## src/rtl/uart_rx_pkg.sv

```systemverilog
// uart_rx_pkg
// Shared definitions for the UART receiver blocks (sampler, start/stop
// checkers, deserializer).
//   PRESC_8/16/32  : legal oversampling ratios
//   RX_IDLE        : idle level of the serial line
//   eff_prescale() : maps a raw PRESCALE value onto a legal ratio
package uart_rx_pkg;

  localparam int unsigned PRESC_8  = 8;
  localparam int unsigned PRESC_16 = 16;
  localparam int unsigned PRESC_32 = 32;

  localparam logic RX_IDLE = 1'b1;

  // Unsupported ratios fall back to 8 so the counters always terminate.
  function automatic int unsigned eff_prescale(input int unsigned presc);
    if (presc == PRESC_8 || presc == PRESC_16 || presc == PRESC_32) begin
      return presc;
    end
    return PRESC_8;
  endfunction

endpackage

```

## src/rtl/uart_rx_sampler_edge_bit_counter.sv

```systemverilog
// edge_bit_counter
// Oversampling tick counter and bit index counter for the UART receiver.
//   CLK, RST  : clock, synchronous active-high reset
//   cnt_en    : counting enable; low clears both counters on the next edge
//   p_eff     : effective oversampling ratio (8, 16 or 32)
//   edge_cnt  : tick within the current bit
//   bit_cnt   : bit index within the frame (start bit = 0), wraps
//   bit_done  : high during the terminal tick of each bit while counting
module edge_bit_counter #(
  parameter int PRESCALE_W = 6,
  parameter int BIT_CNT_W  = 4
) (
  input  logic                  CLK,
  input  logic                  RST,
  input  logic                  cnt_en,
  input  logic [PRESCALE_W-1:0] p_eff,
  output logic [PRESCALE_W-1:0] edge_cnt,
  output logic [BIT_CNT_W-1:0]  bit_cnt,
  output logic                  bit_done
);

  logic [PRESCALE_W-1:0] p_last;
  logic                  terminal;

  // ">=" rather than "==" so a ratio lowered mid-frame cannot strand the
  // counter above the new terminal value.
  always_comb begin
    p_last   = p_eff - PRESCALE_W'(1);
    terminal = (edge_cnt >= p_last);
    bit_done = cnt_en & terminal;
  end

  always_ff @(posedge CLK) begin
    if (RST || !cnt_en) begin
      edge_cnt <= '0;
      bit_cnt  <= '0;
    end else if (terminal) begin
      edge_cnt <= '0;
      bit_cnt  <= bit_cnt + BIT_CNT_W'(1);
    end else begin
      edge_cnt <= edge_cnt + PRESCALE_W'(1);
    end
  end

endmodule

```

## src/rtl/uart_rx_sampler.sv

```systemverilog
// uart_rx_sampler
// Oversampling front end of the UART receiver: counts ticks and bits, takes
// three samples around mid-bit and publishes their majority vote.
//   CLK, RST     : clock, synchronous active-high reset
//   RX_IN        : serial line, synchronised to CLK, idle high
//   PRESCALE     : oversampling ratio (8/16/32, anything else acts as 8)
//   cnt_en       : enables edge/bit counting (from RX FSM)
//   samp_en      : enables sample capture and vote (from RX FSM)
//   edge_cnt     : tick within the current bit
//   bit_cnt      : bit index within the frame
//   bit_done     : pulse on the last tick of each bit
//   sample_data  : majority-voted bit value, held between updates
//   sample_valid : one-cycle pulse when sample_data is updated
module uart_rx_sampler
  import uart_rx_pkg::*;
#(
  parameter int PRESCALE_W = 6,
  parameter int BIT_CNT_W  = 4
) (
  input  logic                  CLK,
  input  logic                  RST,
  input  logic                  RX_IN,
  input  logic [PRESCALE_W-1:0] PRESCALE,
  input  logic                  cnt_en,
  input  logic                  samp_en,
  output logic [PRESCALE_W-1:0] edge_cnt,
  output logic [BIT_CNT_W-1:0]  bit_cnt,
  output logic                  bit_done,
  output logic                  sample_data,
  output logic                  sample_valid
);

  function automatic logic majority3(input logic a, input logic b, input logic c);
    return (a & b) | (a & c) | (b & c);
  endfunction

  logic [PRESCALE_W-1:0] p_eff;
  logic [PRESCALE_W-1:0] half;
  logic [PRESCALE_W-1:0] cap0_tick;
  logic [PRESCALE_W-1:0] cap1_tick;
  logic [PRESCALE_W-1:0] cap2_tick;
  logic [PRESCALE_W-1:0] vote_tick;
  logic                  s0;
  logic                  s1;
  logic                  s2;

  always_comb begin
    p_eff     = PRESCALE_W'(eff_prescale(32'(PRESCALE)));
    half      = p_eff >> 1;
    cap0_tick = half - PRESCALE_W'(1);
    cap1_tick = half;
    cap2_tick = half + PRESCALE_W'(1);
    vote_tick = half + PRESCALE_W'(2);
  end

  edge_bit_counter #(
    .PRESCALE_W (PRESCALE_W),
    .BIT_CNT_W  (BIT_CNT_W)
  ) u_edge_bit_counter (
    .CLK      (CLK),
    .RST      (RST),
    .cnt_en   (cnt_en),
    .p_eff    (p_eff),
    .edge_cnt (edge_cnt),
    .bit_cnt  (bit_cnt),
    .bit_done (bit_done)
  );

  // Stage: three shadow samples around mid-bit, then vote one tick after the
  // last one. Decoded from edge_cnt alone, so a vote coinciding with cnt_en
  // falling still completes on that edge.
  always_ff @(posedge CLK) begin
    if (RST) begin
      s0           <= RX_IDLE;
      s1           <= RX_IDLE;
      s2           <= RX_IDLE;
      sample_data  <= RX_IDLE;
      sample_valid <= 1'b0;
    end else begin
      sample_valid <= 1'b0;
      if (samp_en) begin
        if (edge_cnt == cap0_tick) s0 <= RX_IN;
        if (edge_cnt == cap1_tick) s1 <= RX_IN;
        if (edge_cnt == cap2_tick) s2 <= RX_IN;
        if (edge_cnt == vote_tick) begin
          sample_data  <= majority3(s0, s1, s2);
          sample_valid <= 1'b1;
        end
      end
    end
  end

endmodule

```

## config.mk

```make
export PLATFORM = sky130hd
export DESIGN_NAME = uart_rx_sampler
export DESIGN_NICKNAME = d
export VERILOG_FILES = /design/src/rtl/uart_rx_pkg.sv /design/src/rtl/uart_rx_sampler_edge_bit_counter.sv /design/src/rtl/uart_rx_sampler.sv
export SDC_FILE = /design/constraint.sdc
export NUM_CORES = 1
export LEC_CHECK = 0
export CAP_MARGIN = 20
export CORE_MARGIN = 5
export CORE_UTILIZATION = 54
export DETAILED_ROUTE_END_ITERATION = 16
export GPL_TIMING_DRIVEN = 0
export PLACE_DENSITY_LB_ADDON = 0.15
export SYNTH_ARGS = -nofsm -noshare
export SYNTH_HDL_FRONTEND = slang
export SYNTH_SLANG_ARGS = --single-unit
```

## constraint.sdc

```tcl
create_clock -name CLK -period 5.4 [get_ports CLK]
set_clock_uncertainty 0.2 [all_clocks]
set_input_delay 1.08 -clock CLK [delete_from_list [all_inputs] [get_ports CLK]]
set_output_delay 1.08 -clock CLK [all_outputs]
set_load 0.02 [all_outputs]
```

==> results_dict.tcl <==
set metrics [dict create \
    outcome "completed" \
    n_fill_cell 171 \
    drtIter0Drc 16 \
    clk_pin_slew_ns 0.08 \
    placed_cell_area_mm2 0.00141 \
    crit_path_end_kind "primary output" \
    synth_top_area_share_pct 26.8 \
    clkPwrFrac_pct 29.5 \
    portBuffers 22 \
    grt_start_max_net_pins 10 \
    setup_violations 0 \
    worstPathArrival_ns 3.95 \
    p_sw_share_pct 27.3 \
    syn_area_mm2 0.00112 \
    numCtsBuffers 3 \
    post_drt_wl_per_cell_um 12.2 \
    rows 16 \
    rsz0062_at_grt "false" \
    syn_area_per_cell_um2 8.49 \
    worstHoldPathType "register to register" \
    crit_path_start_kind "input port" \
    grt.overflow.total 0 \
    num_antenna_cells 0 \
    start_util_pct 57.1 \
    final_area_mm2 0.00144 \
    max_freq_mhz 191 \
    synth_edf_count 0 \
    p_int_uw 161 \
    drt-vias-per-instance 5.24 \
    p_leak_uw 0.000593 \
    criticalPathCategory "input port to primary output" \
    timing.hold.ws_ns 0.284 \
    vias 1017 \
    drv_slew 0 \
    syn_inst 132 \
    pwr-share-comb_pct 19.2 \
    synth_top_area_cell "dfxtp_1" \
    gp_congestion 0.867 \
    drc 0 \
    seq_power_share_pct 51.3 \
    drive_gt1_share_pct 7.78 \
    period_minus_slack_ns 5.23 \
    cts-root-buf "clkbuf_4" \
    antenna_found_initial 0 \
    grt_pass1_wl_um 4150 \
    cts_tree "done" \
    areaGrowthSynthToFinish_pct 28.6 \
    synthArstFlopShare_pct 0 \
    synth-seq-area-share_pct 26.8 \
    ir_drop_mv 0.121 \
    p_switching_uw 60.5 \
    cts_max_level 1 \
    insertion_delay_ns 0.29 \
    yosys-top-cells-area "dfxtp_1, ha_1, xnor2_1, nor2_1, mux2i_1" \
    ys_seq_elements 15 \
    netlist_top_cells_count "nor2_1, dfxtp_1, ha_1" \
    yosys.cell_types.count 35 \
    grt_pass1_vias 982 \
    required_ns 4.12 \
    grt_usage_pct 16.3 \
    worstPathMaxFanout 7 \
    final-hold-violation-count 0 \
    clock_sinks 15 \
    synthFlopType "dfxtp_1" \
    finalCritPeriodShare_pct 96.9 \
    drv_cap 0 \
    power_density_mw_per_mm2 154 \
    ios 24 \
    die-area_mm2 0.00309 \
    fp.dieW_um 55.6 \
    synth.most_common_cell "nor2_1" \
    yosysWarnings 0 \
    cts_buffer_depth 2 \
    first_pass_iters 4 \
    wl_um 2360 \
    ant_nets 0 \
    nets 193 \
    core_area_mm2 0.00196 \
    place_hpwl_um 1920 \
    fp.dieH_um 55.6 \
]
==> final timing paths <==
check                           slack (ns)  cells past startpoint                        endpoint                      startpoint
worst max-delay path                  0.17                     13                        bit_done                     PRESCALE[4]
worst min-delay path                  0.28                      2   u_edge_bit_counter.bit_cnt[3]   u_edge_bit_counter.bit_cnt[3]
worst max register to register        3.27                      8  u_edge_bit_counter.edge_cnt[4]  u_edge_bit_counter.edge_cnt[0]
worst min register to register        0.28                      2   u_edge_bit_counter.bit_cnt[3]   u_edge_bit_counter.bit_cnt[3]
==> registers in the layout, indices dropped and copies added, names as in the netlist <==
register,cells
u_edge_bit_counter.edge_cnt,6
u_edge_bit_counter.bit_cnt,4
s0,1
s1,1
s2,1
sample_data,1
sample_valid,1
==> placed cells by master (no fill, tap or decap), types with 5 or more instances in the layout <==
master            n
a21oi_1           8
clkdlybuf4s50_1  21
conb_1           10
dfxtp_1          15
ha_1             14
inv_1             5
mux2i_1           6
nand2_1           9
nand3_1           6
nor2_1           18
xnor2_1          11
==> layout make-up <==
cell class	count	area (µm²)	share of cell area, %
multi-input combinational	116	821	56.9
clock buffer	4	26.3	1.82
inverter	6	22.5	1.56
tap	27	33.8	2.34
timing repair buffer	23	226	15.7
sequential	15	300	20.8
buffer	3	11.3	0.781
==> metal layers <==
layer	routed length (µm)	vias to the layer above	GRT usage, %	share of wire, %
met5	0	-	0	0
met4	40	0	7.64	1.7
met3	110	7	3.96	4.7
met2	1200	35	28.9	51
met1	1010	460	18.1	43
li1	-	515	-	-
==> power by group through the flow <==
| stage | sequential (µW) | combinational, µW | clock (µW) |
|---|---|---|---|
| floorplan | 117 | 24.7 | 0 |
| global placement | 116 | 39.8 | 0 |
| detailed placement | 116 | 41.0 | 0 |
| CTS | 114 | 41.9 | 65.9 |
| global route | 114 | 48.3 | 73.5 |
| finish | 114 | 42.7 | 65.4 |
==> worst max-delay path, stage by stage <==
cell             delay (ns)
clkdlybuf4s50_1        0.57
nor2b_4                0.25
o21ai_2                0.14
inv_2                  0.10
ha_1                   0.19
a21boi_1               0.20
xor2_1                 0.19
ha_1                   0.27
a21o_1                 0.17
a21oi_1                0.16
o21ai_2                0.15
and2_1                 0.18
dlygate4sd2_1          0.31
==> cells by family after synthesis <==
kind of cell	after synthesis	share of synthesized area, %
AO/OA/AOI/OAI	18	10.9
multiplexers	6	5.36
XOR/XNOR	15	11.7
flip-flops	15	26.8
buffers and inverters	9	3.01
adder cells (fa/ha/maj)	15	16.5
AND/OR/NAND/NOR	52	25.0
other	2	0.670
==> metrics by stage <==
step	total power (µW)	worst slack, ns	TNS (ns)	cells	util [%]
2_1_floorplan	142	0.891	0	140	-
3_3_place_gp	156	-0.258	-0.258	189	71.6
3_5_place_dp	157	-0.329	-0.329	189	71.6
4_1_cts	222	0.135	0	194	73.5
5_1_grt	236	0.0185	0	194	73.5
6_report	222	0.168	0	194	73.5
==> what timing repair did <==
action,4_1_cts,5_1_grt
gates resized for setup,2,1
cloned,0,0
endpoints found under the setup margin,1,1
hold endpoints to repair,0,0
pin swaps,1,0
buffers inserted,1,0
hold buffers,0,0
Power figures use the tool's default switching activity.
==> RTL change 1: new RTL, same settings <==
Make the reset (`RST`) asynchronous in one clocked block. Comments in the files are not updated.
--- a/src/rtl/uart_rx_sampler.sv
+++ b/src/rtl/uart_rx_sampler.sv
@@ -70,5 +70,5 @@
   // last one. Decoded from edge_cnt alone, so a vote coinciding with cnt_en
   // falling still completes on that edge.
-  always_ff @(posedge CLK) begin
+  always_ff @(posedge CLK or posedge RST) begin
     if (RST) begin
       s0           <= RX_IDLE;
Behaviour: differs if RST is asserted again (counterexample within 10 cycles, from zero or initial values and one cycle with RST high); with RST held inactive, the same outputs for 10 cycles.
==> RTL change 1 against the unedited design <==
Total power rose by 9.3%. Setup slack got worse by 0.052 ns. Cell count fell by 6.7%. Design area rose by 4.0%. Sequential power rose by 12%. Utilization rose by 0.66 points. Register-to-register slack got worse by 0.09 ns. Synthesized area rose by 4.2%. Count of clock-buffer cells in the layout fell by 1. Routed wire length fell by 3.2%. Sequential cell count did not move. Non-clock buffer count did not move. Highest routed layer is now met3.
==> RTL change 1: results <==
set metrics [dict create \
    ys.flop_type "dfxtp_1" \
    track_usage_pct 14.7 \
    grt_antenna_before_repair 0 \
    hold_buffers 0 \
    cpPeakStageDelay_ns 0.53 \
    fin_nets 180 \
    n_fill_cell 152 \
    p_leak_nw 0.642 \
    arrival_ns 4.00 \
    grt_max_degree 10 \
    async_flop_share_pct 33.3 \
    postRouteAntennaNets 0 \
    status "completed" \
    critPathTopFamily "simple AND/OR/NAND/NOR gates" \
    gp_congestion 0.761 \
    clk_pin_slew_ns 0.10 \
    largestRegisters "u_edge_bit_counter.edge_cnt x6, u_edge_bit_counter.bit_cnt x4" \
    hpwl_mm 1.92 \
    via_count 876 \
    antenna_cells 0 \
    ys_types 36 \
    p_int_mw 0.177 \
    cts-buffers-inserted 3 \
    place_area_mm2 0.00146 \
    yosysSeqAreaShare_pct 28.3 \
    cts_root_buf "clkbuf_4" \
    vdd.ir_drop.worst_v 0.000140 \
    grt_pass1_vias 953 \
    pg_comb_mw 0.0496 \
    seq-power_mw 0.128 \
    ctsResizeCount 4 \
    grt_first_pass_wirelength_mm 3.81 \
    htree_levels 1 \
    synth_common_cells "14 x ha_1, 12 x nor2_1, 10 x dfxtp_1" \
    hold_class "reg2reg" \
    synth.area.top_cells "dfxtp_1 17%, ha_1 15%, dfstp_2 9.0%" \
    synth_edf_count 0 \
    slowest_stage "or4_4" \
    io_buffers 23 \
    dr.first_iter.drc_count 17 \
    yosys_warnings 0 \
    path_max_fanout 8 \
    cts_max_path_buffers 2 \
    drt_pass1_iterations 4 \
    clock_latency_ns 0.28 \
    cts_setup_buffers 0 \
    wire_per_inst_um 12.6 \
    drive_above_1_share_pct 13.6 \
]
-- RTL change 1: cell types whose count changed in the layout (fill, tap and decap cells not counted), moves of 3 or more --
cell,before,now
nor2_1,18,12
a21oi_1,8,3
dfxtp_1,15,10
mux2i_1,6,1
dfstp_2,0,4
mux2_1,0,4
xnor3_1,0,4
clkbuf_1,4,1
nor3_1,3,0
o21ai_0,0,3
or3_1,0,3
-- RTL change 1: metrics by stage --
stage	worst slack, ns	setup TNS [ns]	cells	util (%)	total power [mW]
6_report	0.117	0	181	74.1	0.243
5_1_grt	0.00545	0	181	74.1	0.258
4_1_cts	0.0341	0	181	73.8	0.245
3_5_place_dp	-0.347	-0.347	177	72.3	0.179
3_3_place_gp	-0.327	-0.327	177	72.3	0.177
2_1_floorplan	0.615	0	127	-	0.161
-- RTL change 1: per-layer routing --
layer	vias up	routed length (µm)	track usage (%)
met5	-	0	0
met3	0	83	1.83
met4	0	0	5.08
met1	394	1000	16.1
met2	16	1200	28.4
li1	466	-	-
-- RTL change 1: final cells by class --
class                      instances  area, µm²  share of cell area, %
buffer                             3       26.3                   1.75
tap                               27       33.8                   2.25
clock inverter                     1       5.00                  0.334
clock buffer                       3       22.5                   1.50
sequential                        15        330                   22.0
inverter                           8       35.0                   2.34
timing repair buffer              23        231                   15.4
multi-input combinational        101        815                   54.3
-- RTL change 1: path summary, 6_finish.rpt --
path,endpoint,slack [ns],from,cells past startpoint
setup / recovery,bit_done,0.12,PRESCALE[0],13
hold / removal,u_edge_bit_counter.bit_cnt[3]$_SDFFE_PP0P_,0.30,u_edge_bit_counter.bit_cnt[3]$_SDFFE_PP0P_,2
setup reg to reg,u_edge_bit_counter.edge_cnt[4]$_SDFF_PP0_,3.18,u_edge_bit_counter.edge_cnt[0]$_SDFF_PP0_,7
hold reg to reg,u_edge_bit_counter.bit_cnt[3]$_SDFFE_PP0P_,0.30,u_edge_bit_counter.bit_cnt[3]$_SDFFE_PP0P_,2
max in group asynchronous,s1$_DFFE_PP1P_,3.95,RST,2
min in group asynchronous,sample_valid$_DFF_PP0_,0.80,RST,2
-- RTL change 1: logic make-up (layout without fill, tap and decap cells) --
kind of cell / Yosys count / after routing / share of synthesized area (%)
compound gates: 13 / 13 / 6.85
xor+xnor: 18 / 18 / 18.2
fa+ha+maj: 15 / 15 / 15.8
buf+inv: 11 / 38 / 5.25
flops: 15 / 15 / 28.3
mux: 5 / 5 / 4.71
other cells: 2 / 10 / 0.643
simple gates: 40 / 40 / 20.2
-- RTL change 1: tightest hold or removal path, delay by kind of cell, from the launching register on --
| kind | cells | cell delay (ns) |
|---|---|---|
| DFF | 1 | 0.33 |
| AOI/OAI and AO/OA | 2 | 0.14 |
==> RTL change 2: new RTL, same settings <==
Without the edit above. `PRESCALE_W` is set to 6 in 2 places; all go to 12.
--- a/src/rtl/uart_rx_sampler_edge_bit_counter.sv
+++ b/src/rtl/uart_rx_sampler_edge_bit_counter.sv
@@ -8,5 +8,5 @@
 //   bit_done  : high during the terminal tick of each bit while counting
 module edge_bit_counter #(
-  parameter int PRESCALE_W = 6,
+  parameter int PRESCALE_W = 12,
   parameter int BIT_CNT_W  = 4
 ) (
--- a/src/rtl/uart_rx_sampler.sv
+++ b/src/rtl/uart_rx_sampler.sv
@@ -15,5 +15,5 @@
   import uart_rx_pkg::*;
 #(
-  parameter int PRESCALE_W = 6,
+  parameter int PRESCALE_W = 12,
   parameter int BIT_CNT_W  = 4
 ) (
Ports: changed (resized PRESCALE and edge_cnt); port bits go from 24 to 36. No check against the original RTL was run, so the function may have changed too.
==> RTL change 2 against the unedited design <==
The run now ends with setup timing left. Synthesized cell count up 48%. Setup slack worse by 0.24 ns. Die area is 40% higher. Sequential cell count grew 6. Design area is 58% higher. First-iteration DRC count increased to 4.6 times the old value. Combinational power is 18% higher. Count of clock-buffer cells in the layout is 1 lower. Synthesized area rose by 50%. Total power up 28%. Routed wire length rose by 70%. Utilization rose by 1.9 points. Hold slack got worse by 0.0011 ns.
==> RTL change 2: results <==
set metrics [dict create \
    hold_ws_ns 0.282 \
    rrSetupSlack_ns 2.58 \
    hold_buffers 0 \
    p_leak_nw 0.938 \
    worstRegToRegCells 11 \
    dp_slack_ns -1.19 \
    ys_types 49 \
    setup_viol 1 \
    avgSynthCellArea_um2 8.56 \
    yosysSeqAreaShare_pct 25.1 \
    min_path_cells 2 \
    post_drt_via_cell_ratio 5.31 \
    track_usage_pct 20.5 \
    hold_class "reg2reg" \
    vdd.ir_drop.worst_v 0.000129 \
    max_slew.worst_pin.slew_ns 0.525 \
    antenna_cells 0 \
    drt_wl_total_mm 4.02 \
    grt_pass1_vias 1626 \
    grt_max_degree 13 \
    setup_slack_ns -0.0697 \
    htree_levels 1 \
    cts-buffers-inserted 3 \
    synth_common_cells "21 x dfxtp_1, 21 x ha_1, 18 x nor2_1" \
    cts_max_path_buffers 2 \
    grt_antenna_before_repair 0 \
    drive_above_1_share_pct 15.6 \
    hpwl_mm 2.98 \
    cts_root_buf "clkbuf_4" \
    clock_latency_ns 0.31 \
    largestRegisters "u_edge_bit_counter.edge_cnt x12, u_edge_bit_counter.bit_cnt x4" \
    drt_pass1_iterations 4 \
    ys.flop_type "dfxtp_1" \
    status "complete, but fails checks" \
    synth_top_cell_area_share_pct 25.1 \
    grt_first_pass_wirelength_mm 7.01 \
    path_max_fanout 4 \
    fin_nets 296 \
    io_buffers 35 \
    dr.first_iter.drc_count 73 \
    p_int_mw 0.209 \
    clk_pin_slew_ns 0.12 \
    async_flop_share_pct 0 \
    place_area_mm2 0.00214 \
    violations "setup timing" \
    setup-tns-final_ns -0.0697 \
    wire_per_inst_um 13.3 \
    placed_cells 288 \
    synth.area.top_cells "dfxtp_1 25%, ha_1 16%, xor2_1 6.3%" \
    yosys_warnings 0 \
    gp_congestion 0.777 \
]
-- RTL change 2: power groups by stage --
stage / Clock [mW] / Sequential, mW / Combinational (mW)
after detailed placement: 0 / 0.161 / 0.0469
after CTS: 0.0793 / 0.158 / 0.0479
after floorplan: 0 / 0.162 / 0.0262
after global routing: 0.0868 / 0.158 / 0.0565
final: 0.0758 / 0.158 / 0.0504
after global placement: 0 / 0.161 / 0.0461
-- RTL change 2: cell families after synthesis --
logic type / count (synthesis) / synth area share [%]
and+or+nand+nor: 85 / 28.7
AOI/OAI and AO/OA: 26 / 11.3
xor gates and xnor gates: 23 / 12.0
adders and majority gates: 22 / 16.3
DFF: 21 / 25.1
buffers and inverters: 11 / 2.61
muxes: 6 / 3.58
other: 2 / 0.448
-- RTL change 2: path summary, 6_finish.rpt --
check | startpoint | endpoint
worst min-delay path | u_edge_bit_counter.bit_cnt[3]$_SDFFE_PP0P_ | u_edge_bit_counter.bit_cnt[3]$_SDFFE_PP0P_
worst min register to register | u_edge_bit_counter.bit_cnt[3]$_SDFFE_PP0P_ | u_edge_bit_counter.bit_cnt[3]$_SDFFE_PP0P_
worst max register to register | u_edge_bit_counter.edge_cnt[0]$_SDFF_PP0_ | u_edge_bit_counter.edge_cnt[2]$_SDFF_PP0_
worst max-delay path | PRESCALE[6] | bit_done
-- RTL change 2: cell type report --
class | instances | area [µm²]
multi-input cells | 177 | 1330
fillers | 256 | 744
flip-flops and latches | 21 | 420
repair buffers | 45 | 410
well taps | 44 | 55.1
inverters | 5 | 26.3
clock buffers | 3 | 22.5
plain buffers | 5 | 18.8
clock inverters | 1 | 5.00
-- RTL change 2: what timing repair did --
item | in CTS | in global routing
setup buffers | 7 | 3
setup endpoints to repair | 1 | 1
resized for setup | 32 | 12
pin swaps | 13 | 11
-- RTL change 2: layer usage --
layer	global-route usage [%]	routed length [µm]	vias up
met5	0	0	-
met4	5.18	22	0
met3	3.93	164	4
met2	36.3	2010	30
met1	25.1	1820	748
li1	-	-	816
-- RTL change 2: critical path: stages --
cell and delay [ns]:
clkbuf_2 0.08, or4_4 0.53, or3_4 0.34, or3_4 0.40, clkinv_4 0.07, ha_4 0.14, inv_4 0.04, a21oi_4 0.15
xor2_1 0.10, ha_2 0.18, a21o_1 0.14, a21o_1 0.18, a21oi_2 0.13, o31a_1 0.21, o21ai_2 0.11, and2_4 0.19
buf_6 0.12
